## src/rtl/scan_pkg.sv

```systemverilog
// Shared definitions for the scan chain sequencer: state encoding and default sizes.
package scan_pkg;

    localparam int CHAIN_LEN_DEF = 8;
    localparam int CNT_W_DEF     = 4;

    typedef enum logic [1:0] {
        IDLE    = 2'd0,
        SHIFT   = 2'd1,
        CAPTURE = 2'd2,
        FINISH  = 2'd3
    } scan_state_t;

endpackage

```

## src/rtl/scan_chain_ctrl_if.sv

```systemverilog
// Request/response and chain-facing signals of the scan chain sequencer.
interface scan_chain_ctrl_if #(
    parameter int CHAIN_LEN = 8
);
    import scan_pkg::*;

    // Handshake: START is taken only while the sequencer is idle (BUSY low and no
    // operation starting). BUSY rises the cycle after acceptance and stays high
    // until the cycle in which the single-cycle DONE pulse is shown. A START seen
    // while BUSY is high is dropped, not queued.
    logic                 START;
    logic [CHAIN_LEN-1:0] PAT_IN;
    logic                 CAPTURE_EN;
    logic                 SCANOUT;
    logic                 TEST;
    logic                 SCANIN;
    logic                 BUSY;
    logic                 DONE;
    logic [CHAIN_LEN-1:0] RESULT;
    logic                 RESULT_PAR;
    scan_state_t          STATE;

    modport master (
        output START, PAT_IN, CAPTURE_EN, SCANOUT,
        input  TEST, SCANIN, BUSY, DONE, RESULT, RESULT_PAR, STATE
    );

    modport slave (
        input  START, PAT_IN, CAPTURE_EN, SCANOUT,
        output TEST, SCANIN, BUSY, DONE, RESULT, RESULT_PAR, STATE
    );

endinterface

```

## src/rtl/scan_shreg.sv

```systemverilog
// Parallel-load, left-shifting register; serial data enters at the LSB, leaves at the MSB.
module scan_shreg #(
    parameter int W = 8
) (
    input  logic         CLK,
    input  logic         RESET,
    input  logic         load,
    input  logic [W-1:0] load_val,
    input  logic         shift,
    input  logic         sin,
    output logic [W-1:0] q
);

    always_ff @(posedge CLK) begin
        if (RESET) begin
            q <= '0;
        end else if (load) begin
            q <= load_val;
        end else if (shift) begin
            q <= {q[W-2:0], sin};
        end
    end

endmodule

```

## src/rtl/scan_chain_ctrl.sv

```systemverilog
// Scan chain sequencer: shifts a pattern in MSB-first, collects the old chain contents,
// optionally captures once. Optional RESULT_PAR generation under SCAN_RESULT_PARITY_EN.
module scan_chain_ctrl
    import scan_pkg::*;
#(
    parameter int CHAIN_LEN = CHAIN_LEN_DEF,
    parameter int CNT_W     = CNT_W_DEF
) (
    input  logic              CLK,
    input  logic              RESET,
    scan_chain_ctrl_if.slave  bus
);

    scan_state_t          state;
    logic [CNT_W-1:0]     cnt;
    logic                 cap_q;
    logic                 test_q;
    logic                 scanin_q;
    logic                 busy_q;
    logic                 done_q;
    logic [CHAIN_LEN-1:0] pat_q;
    logic [CHAIN_LEN-1:0] result_q;
    logic                 accept;
    logic                 shifting;
    logic                 last_shift;
    logic                 pat_low_unused;

    assign accept     = (state == IDLE) && bus.START;
    assign shifting   = (state == SHIFT);
    assign last_shift = shifting && (cnt == CNT_W'(CHAIN_LEN - 1));

    // The MSB goes straight to SCANIN on the accepting edge, so the pattern
    // register is preloaded with the remaining bits already moved up one place.
    scan_shreg #(.W(CHAIN_LEN)) u_pat (
        .CLK      (CLK),
        .RESET    (RESET),
        .load     (accept),
        .load_val ({bus.PAT_IN[CHAIN_LEN-2:0], 1'b0}),
        .shift    (shifting),
        .sin      (1'b0),
        .q        (pat_q)
    );

    scan_shreg #(.W(CHAIN_LEN)) u_result (
        .CLK      (CLK),
        .RESET    (RESET),
        .load     (accept),
        .load_val ('0),
        .shift    (shifting),
        .sin      (bus.SCANOUT),
        .q        (result_q)
    );

    assign pat_low_unused = ^pat_q[CHAIN_LEN-2:0];

    always_ff @(posedge CLK) begin
        if (RESET) begin
            state    <= IDLE;
            cnt      <= '0;
            cap_q    <= 1'b0;
            test_q   <= 1'b0;
            scanin_q <= 1'b0;
            busy_q   <= 1'b0;
            done_q   <= 1'b0;
        end else begin
            case (state)
                IDLE: begin
                    if (bus.START) begin
                        state    <= SHIFT;
                        cnt      <= '0;
                        cap_q    <= bus.CAPTURE_EN;
                        test_q   <= 1'b1;
                        scanin_q <= bus.PAT_IN[CHAIN_LEN-1];
                        busy_q   <= 1'b1;
                    end
                end
                SHIFT: begin
                    cnt <= cnt + 1'b1;
                    if (last_shift) begin
                        test_q   <= 1'b0;
                        scanin_q <= 1'b0;
                        if (cap_q) begin
                            state <= CAPTURE;
                        end else begin
                            state  <= FINISH;
                            done_q <= 1'b1;
                        end
                    end else begin
                        scanin_q <= pat_q[CHAIN_LEN-1];
                    end
                end
                CAPTURE: begin
                    // TEST is already low, so the chain takes its functional D inputs here.
                    state  <= FINISH;
                    done_q <= 1'b1;
                end
                FINISH: begin
                    state  <= IDLE;
                    done_q <= 1'b0;
                    busy_q <= 1'b0;
                end
                default: begin
                    state <= IDLE;
                end
            endcase
        end
    end

    assign bus.TEST   = test_q;
    assign bus.SCANIN = scanin_q;
    assign bus.BUSY   = busy_q;
    assign bus.DONE   = done_q;
    assign bus.RESULT = result_q;
    assign bus.STATE  = state;

`ifdef SCAN_RESULT_PARITY_EN
    logic par_q;

    always_ff @(posedge CLK) begin
        if (RESET) begin
            par_q <= 1'b0;
        end else if (accept) begin
            par_q <= 1'b0;
        end else if (state == FINISH) begin
            par_q <= ^result_q;
        end
    end

    assign bus.RESULT_PAR = par_q;
`else
    assign bus.RESULT_PAR = 1'b0;
`endif

endmodule
```

## src/flat_wrapper.sv

```systemverilog
// flat-port wrapper written by rule: the top's interface ports become plain ports
module scan_chain_ctrl_flat import scan_pkg::*;
#(
    parameter int CHAIN_LEN = CHAIN_LEN_DEF,
    parameter int CNT_W     = CNT_W_DEF
)
  (CLK, RESET, bus_START, bus_PAT_IN, bus_CAPTURE_EN, bus_SCANOUT, bus_TEST, bus_SCANIN, bus_BUSY, bus_DONE, bus_RESULT, bus_RESULT_PAR, bus_STATE);
  scan_chain_ctrl_if #(.CHAIN_LEN(CHAIN_LEN)) bus_i ();
  input  logic CLK;
  input  logic RESET;
  input wire logic [$bits(bus_i.START)-1:0] bus_START;
  input wire logic [$bits(bus_i.PAT_IN)-1:0] bus_PAT_IN;
  input wire logic [$bits(bus_i.CAPTURE_EN)-1:0] bus_CAPTURE_EN;
  input wire logic [$bits(bus_i.SCANOUT)-1:0] bus_SCANOUT;
  output wire logic [$bits(bus_i.TEST)-1:0] bus_TEST;
  output wire logic [$bits(bus_i.SCANIN)-1:0] bus_SCANIN;
  output wire logic [$bits(bus_i.BUSY)-1:0] bus_BUSY;
  output wire logic [$bits(bus_i.DONE)-1:0] bus_DONE;
  output wire logic [$bits(bus_i.RESULT)-1:0] bus_RESULT;
  output wire logic [$bits(bus_i.RESULT_PAR)-1:0] bus_RESULT_PAR;
  output wire logic [$bits(bus_i.STATE)-1:0] bus_STATE;
  assign bus_i.START = bus_START;
  assign bus_i.PAT_IN = bus_PAT_IN;
  assign bus_i.CAPTURE_EN = bus_CAPTURE_EN;
  assign bus_i.SCANOUT = bus_SCANOUT;
  assign bus_TEST = bus_i.TEST;
  assign bus_SCANIN = bus_i.SCANIN;
  assign bus_BUSY = bus_i.BUSY;
  assign bus_DONE = bus_i.DONE;
  assign bus_RESULT = bus_i.RESULT;
  assign bus_RESULT_PAR = bus_i.RESULT_PAR;
  assign bus_STATE = bus_i.STATE;
  scan_chain_ctrl #(.CHAIN_LEN(CHAIN_LEN), .CNT_W(CNT_W)) u_core (.CLK(CLK), .RESET(RESET), .bus(bus_i));
endmodule
```

## config.mk

```make
export PLATFORM = sky130hd
export DESIGN_NAME = scan_chain_ctrl_flat
export DESIGN_NICKNAME = d
export VERILOG_FILES = /design/src/rtl/scan_pkg.sv /design/src/rtl/scan_chain_ctrl_if.sv /design/src/rtl/scan_shreg.sv /design/src/rtl/scan_chain_ctrl.sv /design/src/flat_wrapper.sv
export SDC_FILE = /design/constraint.sdc
export NUM_CORES = 1
export LEC_CHECK = 0
export ABC_AREA = 0
export BUFFER_PORTS_ARGS = -buffer_cell sky130_fd_sc_hd__clkbuf_2
export CAP_MARGIN = 20
export CORE_ASPECT_RATIO = 1.4
export CORE_MARGIN = 2
export CORE_UTILIZATION = 50
export CTS_BUF_LIST = sky130_fd_sc_hd__clkbuf_4
export CTS_CLUSTER_SIZE = 16
export DETAILED_ROUTE_END_ITERATION = 10
export HOLD_SLACK_MARGIN = 0.03
export PLACE_DENSITY = 0.72
export SYNTH_ARGS = -nofsm -noshare
export SYNTH_HDL_FRONTEND = slang
export SYNTH_HIERARCHICAL = 1
export SYNTH_SLANG_ARGS = --single-unit
```

## constraint.sdc

```tcl
create_clock -name CLK -period 5.13 [get_ports CLK]
set_clock_uncertainty 0.2 [all_clocks]
set_input_delay 0.7695 -clock CLK [delete_from_list [all_inputs] [get_ports CLK]]
set_output_delay 0.7695 -clock CLK [all_outputs]
set_load 0.02 [all_outputs]
```

==> results by group <==
CTS
  • Clock latency on the worst-skew pair: 310 ps
  • CTS max path bufs: 2
  • Post-CTS Resized: 0
  • Sink Count: 27
  • Root Buffer: clkbuf_4
  • Hold buffer count at CTS: 0
  • Total CTS buffers: 3
  • Setup Buffers After CTS: 0
  • Clock-pin slew on the worst setup and hold paths: 140 ps
  • H-tree levels: 1
  • CTS tree: done

Power and ir drop
  • VDD IR max: 0.325 mV
  • Internal power: 0.507 mW
  • Comb power frac: 53.2%
  • Switching power total: 0.385 mW
  • Net Sw Frac: 43.1%
  • Clock power share: 9.9%
  • Leak Pwr: 0.680 nW
  • PD cells: 577 mW/mm^2
  • Sequential fraction of design power: 36.9%

Timing
  • Max Clk Rate: 450 MHz
  • WHS: 304 ps
  • Setup TNS: 0 ps
  • Endpoints failing setup: 0
  • Final Hold Violating Endpoints: 0
  • RSZ-0062 raised after global routing: no
  • Final Cycle Share: 43.3%
  • Max Slew Vio Count: 0
  • Final min period: 2220 ps
  • Slew margin rel.: 63.6%
  • Worst slew pin tran: 547 ps
  • PnR worst setup slack: 2910 ps

Final layout
  • # diodes: 0
  • Area Growth Syn to Fin: 15.0%
  • Fin area: 0.00155 sq mm
  • # nets final: 192
  • Layout cell share with drive strength beyond 1: 22.5%
  • Final Util: 59.7%

Global route
  • GR Util All Layers: 18.7%
  • Vias in the first global route: 1037
  • Initial antenna violation count: 0
  • Total global routing overflow: 0
  • First-pass GRT wire length: 4410 microns
  • Largest net degree at the start of global routing: 28

Routing
  • DRT antenna net count: 0
  • Routed vias: 1059
  • Via/cell ratio: 5.07
  • DRC Markers: 0
  • DR pass1 iterations: 3
  • Wire length per cell: 12.0 microns
  • Final wirelength: 2510 microns
  • Starting DRC count in detailed routing: 30

Status
  • Status: finished, final reports clean

Placed design
  • Routability cong.: 0.776
  • Hpwl dp: 1860 microns
  • DP Worst Slack: 2940 ps
  • DP Area: 0.00152 sq mm
  • # port buffers: 26

Floorplanning
  • Core area: 0.00259 sq mm
  • Die Wd: 47.8 microns
  • Initial core utilization: 51.9%
  • Die Area: 0.00312 sq mm
  • Die Height: 65.3 microns
  • Top Ports: 28
  • Core Rows: 22

Yosys
  • Number of flops mapped to enable cells by yosys: 0
  • Post-synthesis average cell area: 9.67 sq um
  • Post-synth top flop: dfxtp_1
  • Synth warn: 6
  • Netlist Area Pre-Place: 0.00134 sq mm
  • Netlist cell types: 32
  • Register bit total from synthesis: 27
  • Ys async rst share: 0%
  • Seq/Total Area, Yosys: 40.2%
  • Cells after Synth: 139

Min path
  • Hold WC Path Type: register to register

Critical path
  • CP Capture Type: register
  • Critical path launch point type: register
  • Worst EP arrival: 2260 ps
  • Worst EP required: 5170 ps
  • Crit path max fanout: 20
  • CP Class: register to register

Flow run
  • Max Cap Viol: 0
## kinds of logic after synthesis
logic type,after synthesis,synth area share [%]
DFF,27,40.2
other,1,0.279
muxes,18,13.7
adders and majority gates,5,4.66
buffers and inverters,14,5.40
AOI/OAI and AO/OA,34,18.2
and+or+nand+nor,40,17.5
## placed cells by master, fill, tap and decap left out, types with 2 or more instances in the layout
master and n:
nand2_1 7, a211oi_1 17, nor2b_1 18, ha_1 5, clkbuf_2 26, clkbuf_4 3, mux2i_1 17, conb_1 11
nor2_1 6, a21oi_1 8, inv_2 2, o21ai_0 3, a21oi_2 2, inv_1 5, dfxtp_1 27
## power groups by stage
stage / logic (mW) / clock network (mW) / registers, mW
after global placement: 0.462 / 0 / 0.331
after global routing: 0.525 / 0.0981 / 0.340
after CTS: 0.476 / 0.0926 / 0.330
after detailed placement: 0.473 / 0 / 0.335
final: 0.475 / 0.0884 / 0.329
after floorplan: 0.335 / 0 / 0.377
## final timing paths
kind	endpoint	start	slack, ps	depth (start not counted)
min	u_core/cnt[3]$_SDFFE_PP0P_	u_core/cnt[3]$_SDFFE_PP0P_	300	2
min reg2reg	u_core/cnt[3]$_SDFFE_PP0P_	u_core/cnt[3]$_SDFFE_PP0P_	300	2
max reg2reg	u_core/bus.TEST$_SDFFE_PP0P_	u_core/bus.STATE[0]$_SDFFE_PP0P_	2910	6
max	u_core/bus.TEST$_SDFFE_PP0P_	u_core/bus.STATE[0]$_SDFFE_PP0P_	2910	6
## final cells by class
class                   count  area [sq um]
multi-input cells         108           768
clock buffers               3          22.5
inverters                   7          26.3
repair buffers             27           138
flip-flops and latches     27           541
well taps                  36          45.0
fillers                   252          1040
clock inverters             1          5.00
## metrics by stage
stage                     total power [mW]  instances
final                                0.892        209
after global routing                 0.963        209
after CTS                            0.898        209
after detailed placement             0.808        205
after global placement               0.793        205
after floorplan                      0.712        149
## synthesized netlist by cell type, types with 2 or more instances
| cell | count | area share [%] |
|---|---|---|
| dfxtp_1 | 27 | 40 |
| nor2b_1 | 18 | 8.4 |
| a211oi_1 | 17 | 9.5 |
| mux2i_1 | 17 | 13 |
| a21oi_1 | 8 | 3.0 |
| nand2_1 | 7 | 2.0 |
| nor2_1 | 6 | 1.7 |
| ha_1 | 5 | 4.7 |
| inv_1 | 5 | 1.4 |
| o21ai_0 | 3 | 1.1 |
| a21oi_2 | 2 | 1.3 |
| buf_1 | 2 | 0.56 |
| buf_6 | 2 | 1.7 |
| inv_2 | 2 | 0.56 |
## sequential cells by signal, summed over array words and instances (netlist names)
name               count
u_core/u_pat/q         8
u_core/u_result/q      8
u_core/cnt             4
u_core/bus.STATE       2
u_core/bus.BUSY        1
u_core/bus.DONE        1
u_core/bus.SCANIN      1
u_core/bus.TEST        1
u_core/cap_q           1
## per-layer routing
metal,track usage (%),vias up,wire length [microns]
li1,-,550,-
met1,23.8,492,1110
met2,31.7,15,1310
met3,2.47,2,72
met4,5.41,0,20
met5,0,-,0
## worst max-delay path: stages (launching register included)
cell and delay (ps):
dfxtp_1 470, ha_1 500, buf_4 370, mux2i_2 190, a21oi_2 170, nor2_1 70, a211oi_2 190
Note: power is estimated with default switching activity, not from simulation.
